==> config.mk <==
export PLATFORM = sky130hd
export DESIGN_NAME = eh2_dec_trigger_csr
export DESIGN_NICKNAME = d
export VERILOG_FILES = /design/src/rtl/eh2_pkg.sv /design/src/rtl/eh2_dec_trigger_reg.sv /design/src/rtl/eh2_dec_trigger_csr.sv
export SDC_FILE = /design/constraint.sdc
export NUM_CORES = 1
export LEC_CHECK = 0
export ABC_CLOCK_PERIOD_IN_PS = 1930
export CAP_MARGIN = 40
export CORE_ASPECT_RATIO = 1.75
export CORE_UTILIZATION = 49
export CTS_BUF_LIST = sky130_fd_sc_hd__clkbuf_4 sky130_fd_sc_hd__clkbuf_8
export DETAILED_ROUTE_END_ITERATION = 16
export GPL_TIMING_DRIVEN = 1
export HOLD_SLACK_MARGIN = 0.03
export PLACE_DENSITY = 0.79
export SLEW_MARGIN = 20
export SYNTH_ARGS = -nofsm -noshare
export SYNTH_HDL_FRONTEND = slang
export SYNTH_HIERARCHICAL = 1
export SYNTH_SLANG_ARGS = --single-unit
==> constraint.sdc <==
create_clock -name clk -period 1.93 [get_ports clk]
set_clock_uncertainty 0.1 [all_clocks]
set_input_delay 0.386 -clock clk [delete_from_list [all_inputs] [get_ports clk]]
set_output_delay 0.386 -clock clk [all_outputs]
set_load 0.02 [all_outputs]
==> src/rtl/eh2_pkg.sv <==
// Shared debug-trigger types and constants for the EH2 decode trigger CSR file.
package eh2_pkg;

  typedef struct packed {
    logic        select;
    logic        match;
    logic        store;
    logic        load;
    logic        execute;
    logic        m;
    logic [31:0] tdata2;
  } eh2_trigger_pkt_t;

  localparam logic [11:0] TSELECT = 12'h7A0;
  localparam logic [11:0] TDATA1  = 12'h7A1;
  localparam logic [11:0] TDATA2  = 12'h7A2;

  localparam int unsigned TD1_DMODE   = 27;
  localparam int unsigned TD1_HIT     = 20;
  localparam int unsigned TD1_SELECT  = 19;
  localparam int unsigned TD1_ACTION  = 12;
  localparam int unsigned TD1_CHAIN   = 11;
  localparam int unsigned TD1_MATCH   = 7;
  localparam int unsigned TD1_M       = 6;
  localparam int unsigned TD1_EXECUTE = 2;
  localparam int unsigned TD1_STORE   = 1;
  localparam int unsigned TD1_LOAD    = 0;

  localparam logic [3:0] MCONTROL_TYPE    = 4'h2;
  localparam logic [5:0] MCONTROL_MAXMASK = 6'h1F;

endpackage

==> src/rtl/eh2_dec_trigger_reg.sv <==
// One trigger's mcontrol/tdata2 state with dmode write guard and sticky hit.
// Chain storage exists only when EH2_TRIGGER_CHAIN_EN is defined and CHAIN_CAP is set.
module eh2_dec_trigger_reg
  import eh2_pkg::*;
#(
  parameter bit CHAIN_CAP = 1'b0
) (
  input  logic             clk,
  input  logic             rst,
  input  logic             i_wr_tdata1,
  input  logic             i_wr_tdata2,
  input  logic [31:0]      i_wr_data,
  input  logic             i_dbg_mode,
  input  logic             i_hit_set,
  output logic [31:0]      o_tdata1,
  output logic             o_chain,
  output eh2_trigger_pkt_t o_pkt
);

  logic        r_dmode, r_hit, r_select, r_action, r_match, r_m;
  logic        r_execute, r_store, r_load;
  logic [31:0] r_tdata2;
  logic        w_wr_ok;
  logic        w_wr1;
  logic        w_chain;
  logic        w_unused_cfg;

  // A debug-owned trigger is only writable from debug mode.
  assign w_wr_ok      = ~r_dmode | i_dbg_mode;
  assign w_wr1        = i_wr_tdata1 & w_wr_ok;
  assign w_unused_cfg = CHAIN_CAP;

  always_ff @(posedge clk or posedge rst) begin
    if (rst) begin
      r_dmode   <= 1'b0;
      r_hit     <= 1'b0;
      r_select  <= 1'b0;
      r_action  <= 1'b0;
      r_match   <= 1'b0;
      r_m       <= 1'b0;
      r_execute <= 1'b0;
      r_store   <= 1'b0;
      r_load    <= 1'b0;
      r_tdata2  <= '0;
    end else begin
      if (w_wr1) begin
        if (i_dbg_mode) r_dmode <= i_wr_data[TD1_DMODE];
        r_select  <= i_wr_data[TD1_SELECT];
        r_action  <= i_wr_data[TD1_ACTION];
        r_match   <= i_wr_data[TD1_MATCH];
        r_m       <= i_wr_data[TD1_M];
        r_execute <= i_wr_data[TD1_EXECUTE];
        r_store   <= i_wr_data[TD1_STORE];
        r_load    <= i_wr_data[TD1_LOAD];
      end
      if (i_hit_set)  r_hit <= 1'b1;
      else if (w_wr1) r_hit <= i_wr_data[TD1_HIT];
      if (i_wr_tdata2 && w_wr_ok) r_tdata2 <= i_wr_data;
    end
  end

`ifdef EH2_TRIGGER_CHAIN_EN
  if (CHAIN_CAP) begin : g_chain
    logic r_chain;
    always_ff @(posedge clk or posedge rst) begin
      if (rst)        r_chain <= 1'b0;
      else if (w_wr1) r_chain <= i_wr_data[TD1_CHAIN];
    end
    assign w_chain = r_chain;
  end else begin : g_no_chain
    assign w_chain = 1'b0;
  end
`else
  assign w_chain = 1'b0;
`endif

  assign o_chain = w_chain;

  always_comb begin
    o_tdata1                 = '0;
    o_tdata1[31:28]          = MCONTROL_TYPE;
    o_tdata1[26:21]          = MCONTROL_MAXMASK;
    o_tdata1[TD1_DMODE]      = r_dmode;
    o_tdata1[TD1_HIT]        = r_hit;
    o_tdata1[TD1_SELECT]     = r_select;
    o_tdata1[TD1_ACTION]     = r_action;
    o_tdata1[TD1_CHAIN]      = w_chain;
    o_tdata1[TD1_MATCH]      = r_match;
    o_tdata1[TD1_M]          = r_m;
    o_tdata1[TD1_EXECUTE]    = r_execute;
    o_tdata1[TD1_STORE]      = r_store;
    o_tdata1[TD1_LOAD]       = r_load;
  end

  assign o_pkt.select  = r_select;
  assign o_pkt.match   = r_match;
  assign o_pkt.store   = r_store;
  assign o_pkt.load    = r_load;
  assign o_pkt.execute = r_execute;
  assign o_pkt.m       = r_m;
  assign o_pkt.tdata2  = r_tdata2;

endmodule

==> src/rtl/eh2_dec_trigger_csr.sv <==
// Per-thread debug-trigger CSR file (tselect/tdata1/tdata2, 4 triggers per thread).
// Optional trigger chaining on pairs (0,1)/(2,3) under EH2_TRIGGER_CHAIN_EN.
module eh2_dec_trigger_csr
  import eh2_pkg::*;
#(
  parameter int unsigned NUM_THREADS = 2,
  parameter int unsigned NUM_TRIG    = 4
) (
  input  logic                          clk,
  input  logic                          rst,
  input  logic                          csr_wr_en,
  input  logic                          csr_wr_tid,
  input  logic [11:0]                   csr_wr_addr,
  input  logic [31:0]                   csr_wr_data,
  input  logic                          csr_rd_en,
  input  logic                          csr_rd_tid,
  input  logic [11:0]                   csr_rd_addr,
  output logic [31:0]                   csr_rd_data,
  output logic                          csr_rd_valid,
  input  logic [NUM_THREADS-1:0]        dbg_mode,
  input  logic [NUM_THREADS*NUM_TRIG-1:0] trigger_hit,
  output eh2_trigger_pkt_t [NUM_THREADS-1:0][NUM_TRIG-1:0] trigger_pkt_any
);

  logic [1:0]  w_tsel   [NUM_THREADS];
  logic [31:0] w_tdata1 [NUM_THREADS][NUM_TRIG];
  logic [31:0] w_rd_val;
  logic [31:0] r_rd_data;
  logic        r_rd_valid;

  for (genvar t = 0; t < NUM_THREADS; t++) begin : g_thr
    logic [1:0]          r_tsel;
    logic                w_wr_thr;
    logic [NUM_TRIG-1:0] w_chain;
    logic [NUM_TRIG-1:0] w_hit_set;

    assign w_wr_thr  = csr_wr_en && (csr_wr_tid == 1'(t));
    assign w_tsel[t] = r_tsel;

    always_ff @(posedge clk or posedge rst) begin
      if (rst)
        r_tsel <= '0;
      else if (w_wr_thr && csr_wr_addr == TSELECT && csr_wr_data[31:2] == '0)
        r_tsel <= csr_wr_data[1:0];
    end

`ifdef EH2_TRIGGER_CHAIN_EN
    // A chained pair records hits only when both triggers fire together.
    for (genvar k = 0; k < NUM_TRIG / 2; k++) begin : g_pair
      logic w_lo, w_hi;
      assign w_lo = trigger_hit[t*NUM_TRIG + 2*k];
      assign w_hi = trigger_hit[t*NUM_TRIG + 2*k + 1];
      assign w_hit_set[2*k]   = w_chain[2*k] ? (w_lo & w_hi) : w_lo;
      assign w_hit_set[2*k+1] = w_chain[2*k] ? (w_lo & w_hi) : w_hi;
    end
`else
    logic w_unused_chain;
    assign w_unused_chain = ^w_chain;
    assign w_hit_set      = trigger_hit[t*NUM_TRIG +: NUM_TRIG];
`endif

    for (genvar i = 0; i < NUM_TRIG; i++) begin : g_trig
      eh2_dec_trigger_reg #(
        .CHAIN_CAP ((i % 2) == 0)
      ) u_reg (
        .clk         (clk),
        .rst         (rst),
        .i_wr_tdata1 (w_wr_thr && csr_wr_addr == TDATA1 && r_tsel == 2'(i)),
        .i_wr_tdata2 (w_wr_thr && csr_wr_addr == TDATA2 && r_tsel == 2'(i)),
        .i_wr_data   (csr_wr_data),
        .i_dbg_mode  (dbg_mode[t]),
        .i_hit_set   (w_hit_set[i]),
        .o_tdata1    (w_tdata1[t][i]),
        .o_chain     (w_chain[i]),
        .o_pkt       (trigger_pkt_any[t][i])
      );
    end
  end

  always_comb begin
    w_rd_val = '0;
    case (csr_rd_addr)
      TSELECT: w_rd_val = {30'b0, w_tsel[csr_rd_tid]};
      TDATA1:  w_rd_val = w_tdata1[csr_rd_tid][w_tsel[csr_rd_tid]];
      TDATA2:  w_rd_val = trigger_pkt_any[csr_rd_tid][w_tsel[csr_rd_tid]].tdata2;
      default: w_rd_val = '0;
    endcase
  end

  always_ff @(posedge clk or posedge rst) begin
    if (rst) begin
      r_rd_data  <= '0;
      r_rd_valid <= 1'b0;
    end else begin
      r_rd_valid <= csr_rd_en;
      if (csr_rd_en) r_rd_data <= w_rd_val;
    end
  end

  assign csr_rd_data  = r_rd_data;
  assign csr_rd_valid = r_rd_valid;

endmodule
-- Word level (Yosys, flattened, before mapping)
Cells that the tools add are included.
- word-level logic and storage cells: 210
- flip-flop bits (word level): 365
- output and inout port bits: 337
- input bits: 72
- reductions and logical operators: 53
- multiplexer cells: 30
- equal/unequal tests: 12
- order comparisons: 4
- bitwise logic cells: 27
- operator list (operator ; number):
    $mux 152 ; 2
    $mux 128 ; 2
    $mux 124 ; 1
    $mux 32 ; 3
    $pmux 32 s3 ; 1
    $bmux 38 s2 ; 1
    $eq 12x11->1 const B ; 6
    $bmux 32 s2 ; 1
    $logic_and 1x1->1 ; 34
    $logic_not 30->1 ; 1
    $mux 1 ; 16
    $reduce_and 2->1 ; 8
    $reduce_bool 2->1 ; 8
    $not 1->1 ; 9
    $and 1x1->1 ; 8
    $eq 2x2->1 const B ; 4
    $or 1x1->1 ; 8
    $mux 2 ; 3
    $eq 2x1->1 const B ; 2
    $logic_not 2->1 ; 2
    $ge 3x3->1 const B ; 1
    $lt 2x3->1 const B ; 1
    $not 2->3 ; 1
    $ge 2x2->1 const B ; 1
    2 further kinds ; 2

-- Longest topological paths before layout
- depth after elaboration: 9
- depth in mapped cells: 9
- mapped depth without buffers: 7

-- Modules after synthesis
The synthesis kept the hierarchy.
- by module, submodules not included (module ; cells an instance ; area an instance (µm²) ; instances ; seq. area each (µm²)):
    eh2_dec_trigger_reg ; 132 ; 2004.4 ; 8 ; 1026.0
    eh2_dec_trigger_csr ; 633 ; 5868.1 ; 1 ; 925.9

-- Least setup slack after synthesis
No wires, ideal clock.
- path type: input-to-reg
- start point: input csr_wr_addr[3]
- end point: register g_thr[1].g_trig[0].u_reg.r_tdata2[0]
- setup slack: -0.276 ns
- required time: 1.705 ns
- library setup time: 0.125 ns
- cell stages on the path: 8
- arrival: 1.981 ns
- path buffers: 1
- cell sequence: nor4b_1 nand4b_1 nor2_1 nand4_1 nor3_1 nand2_4 buf_12 mux2_4
- cells in the longest elaborated chain, start to end: 4
- ends and longest elaborated chain (element ; RTL line ; RTL):
    start: declaration ; eh2_dec_trigger_csr.sv:13 ; input logic [11:0] csr_wr_addr,
    $eq 12x11->1 ; eh2_dec_trigger_csr.sv:69 ; .i_wr_tdata2 (w_wr_thr && csr_wr_addr == TDATA2 && r_tsel == 2'(i)),
    $logic_and 1x1->1 (2 in a row) ; eh2_dec_trigger_csr.sv:69 ;
    $logic_and 1x1->1 ; eh2_dec_trigger_reg.sv:58 ; if (i_wr_tdata2 && w_wr_ok) r_tdata2 <= i_wr_data;
    end signal: assignment ; eh2_dec_trigger_reg.sv:58 ;
    end: declaration ; eh2_dec_trigger_reg.sv:22 ; logic [31:0] r_tdata2;
Every way passes these cells.
A chain may end at the register's enable or synchronous reset.

-- Worst setup path after layout
- start point: input csr_wr_addr[2]
- end point: register g_thr[1].g_trig[0].u_reg.r_tdata2[27]
Same word-level chain as after synthesis.

==> reports/metrics.yaml <==
setup_path:
  crit_family: "simple AND/OR/NAND/NOR gates"
  ff2ff_setup_slack_ns: -0.04
  cp-start-kind: "primary input"
  cp_slowest_cell: "mux2_4"
  cp-startpoint: "csr_wr_addr[2]"
  path_max_fanout: 17
  reg2reg_depth: 7
  worstPathArrival_ns: 2.39
  r2r_end: "csr_rd_data[20]"
  crit_end: "g_thr[1].g_trig[0].u_reg/r_tdata2[27]"
  cp-end-kind: "flip-flop"
  cpPeakStageDelay_ns: 0.32
  cp.required_ns: 2.33
  cp.depth: 10
  crit_type: "primary input to flip-flop"
  r2r-start: "g_thr[0].r_tsel[0]"
  worst-path-buf-inv: 3
  path_cells: "buf_6 -> nor4b_4 -> nand4b_1 -> nor2_1 -> nand4_1 -> buf_4 -> nor3_2 -> nand2_4 -> buf_12 -> mux2_4"
timing:
  slew_headroom_pct: 64.11
  setup_slack_ns: -0.06583
  finalSetupViolCount: 140
  fin_crit_ns: 1.996
  drv_slew: 0
  worstMarginPinSlew_ns: 0.5367
  rsz0062_at_grt: "true"
  final_hold_viol_count: 0
  post-route-period-util_pct: 103.4
  max_freq_mhz: 501.0
layout:
  instances_no_fill: 2764
  top_register: "g_thr.g_trig.u_reg/r_tdata2"
  drive_gt1_share_pct: 41.26
  fin_nets: 2224
  areaGrowthSynthToFinish_pct: 27.91
  final_common_cell: "dfrtp_1"
  final_cell_mix: "362 x dfrtp_1, 261 x dlygate4sd2_1, 244 x mux2_4, 189 x buf_4, 184 x conb_1"
  utilization_pct: 63.28
  finalInstanceArea_um2: 27940
  n_fill_cell: 3427
  largest_reg_flops: 256
detailed_routing:
  viasPerCell: 5.725
  firstDrtPassIters: 5
  drtIter0Drc: 1265
  drc_errors: 0
  drtAntennaViolNets: 0
  vias: 15820
  wl_per_cell_um: 28.27
  wl_um: 78140
power:
  finalPower_mw: 15.77
  p_clk_share_pct: 44.5
  p_seq_share_pct: 48.6
  vdd_drop_max_uv: 467.0
  power_frac_comb_pct: 6.9
  p_sw_mw: 3.861
  internal_power_mw: 11.91
  swShare_pct: 24.49
  power_leakage_nw: 14.71
  powerDensity_nw_per_um2: 564.3
run:
  max_cap_violations: 0
synth:
  netlist_instances: 1681
  syn_area_um2: 21840
  avgSynthCellArea_um2: 12.99
  synth-warning-count: 6
place:
  globalplace.congestion: 0.9632
  placed_cell_area_um2: 26230
  portBuffers: 408
  dpl.cell_count: 2633
  dp_hpwl_um: 56100
worst_hold_path:
  hp-start: "csr_wr_data[15]"
  hold_class: "primary input to flip-flop"
floorplan:
  rows: 102
  dieHeight_um: 281.3
  io_pins: 409
  core-area_um2: 44160
  die-area_um2: 45460
  initial_core_util_pct: 49.47
  die_x_um: 161.6
clock_tree:
  clk_path_buf_depth: 3
  htreeDepth: 2
  cts_tree: "built"
  cts.sinks: 365
  cts_buffers: 53
  clk_latency_ns: 0.64
  path_clk_slew_ns: 0.07
  clockRootBuffer: "clkbuf_8"
global_routing:
  grt_max_degree: 36
  grt_pass1_vias: 16720
  antenna_found_initial: 1
  grt-ovfl-total: 0
  grt_first_pass_wirelength_um: 111300
  track_usage_pct: 33.94
outcome:
  outcome: "finished, violations left"
  violations: "setup timing"
## metal layers
layer / wire length, um / global-route usage (%)
met2: 38250 / 57.44
met5: 0 / 0
met4: 7688 / 27.89
met1: 26660 / 37.17
met3: 5535 / 5.962
## per-stage QoR
stage	setup slack, ns	TNS, ns	hold slack [ns]
finish	-0.06583	-3.971	0.1038
global route	-0.09710	-10.03	0.1074
CTS	-0.02122	-0.02498	0.1817
detailed placement	-1.135	-333.88	0.3674
global placement	-1.164	-332.89	0.3556
floorplan	-0.1530	-39.47	0.3174
## worst register-to-register path, stage by stage, from the launching register on
cell and delay [ns]:
dfrtp_4 0.50, buf_12 0.18, mux2_2 0.37, o21ai_1 0.11, a21oi_1 0.06, o21ai_2 0.28
buf_4 0.19, nand3_1 0.07
## how the worst min path moves through the flow
stage,to,depth (start not counted)
floorplan,csr_rd_valid,0
global placement,g_thr[0].g_trig[2].u_reg/r_hit,1
detailed placement,g_thr[0].g_trig[2].u_reg/r_hit,1
CTS,g_thr[0].g_trig[1].u_reg/r_tdata2[7],2
global route,g_thr[1].g_trig[3].u_reg/r_tdata2[15],3
finish,g_thr[1].g_trig[3].u_reg/r_tdata2[15],3
## power groups by stage
stage,Clock (mW),Sequential (mW),Combinational (mW)
5_1_grt,7.34,7.65,1.17
4_1_cts,7.10,7.66,1.05
3_3_place_gp,0,7.80,1.03
6_report,7.01,7.66,1.09
2_1_floorplan,0,7.81,0.643
3_5_place_dp,0,7.80,1.05
## repair_timing
item | CTS | global route
hold buffers | 0 | 0
resized for setup | 517 | 99
pin swaps | 21 | 25
setup buffers | 13 | 20
setup endpoints to repair | 684 | 296
cloned | 2 | 3
## final cells by class
class / count / area [um^2] / area share (%)
flip-flops and latches: 365 / 9143 / 32.72
well taps: 572 / 715.7 / 2.561
diodes: 1 / 2.502 / 0.008956
clock inverters: 13 / 157.7 / 0.5642
clock buffers: 81 / 1033 / 3.699
multi-input cells: 1073 / 10670 / 38.19
repair buffers: 642 / 6155 / 22.03
inverters: 17 / 63.81 / 0.2284
Note: power is estimated with default switching activity, not from simulation.
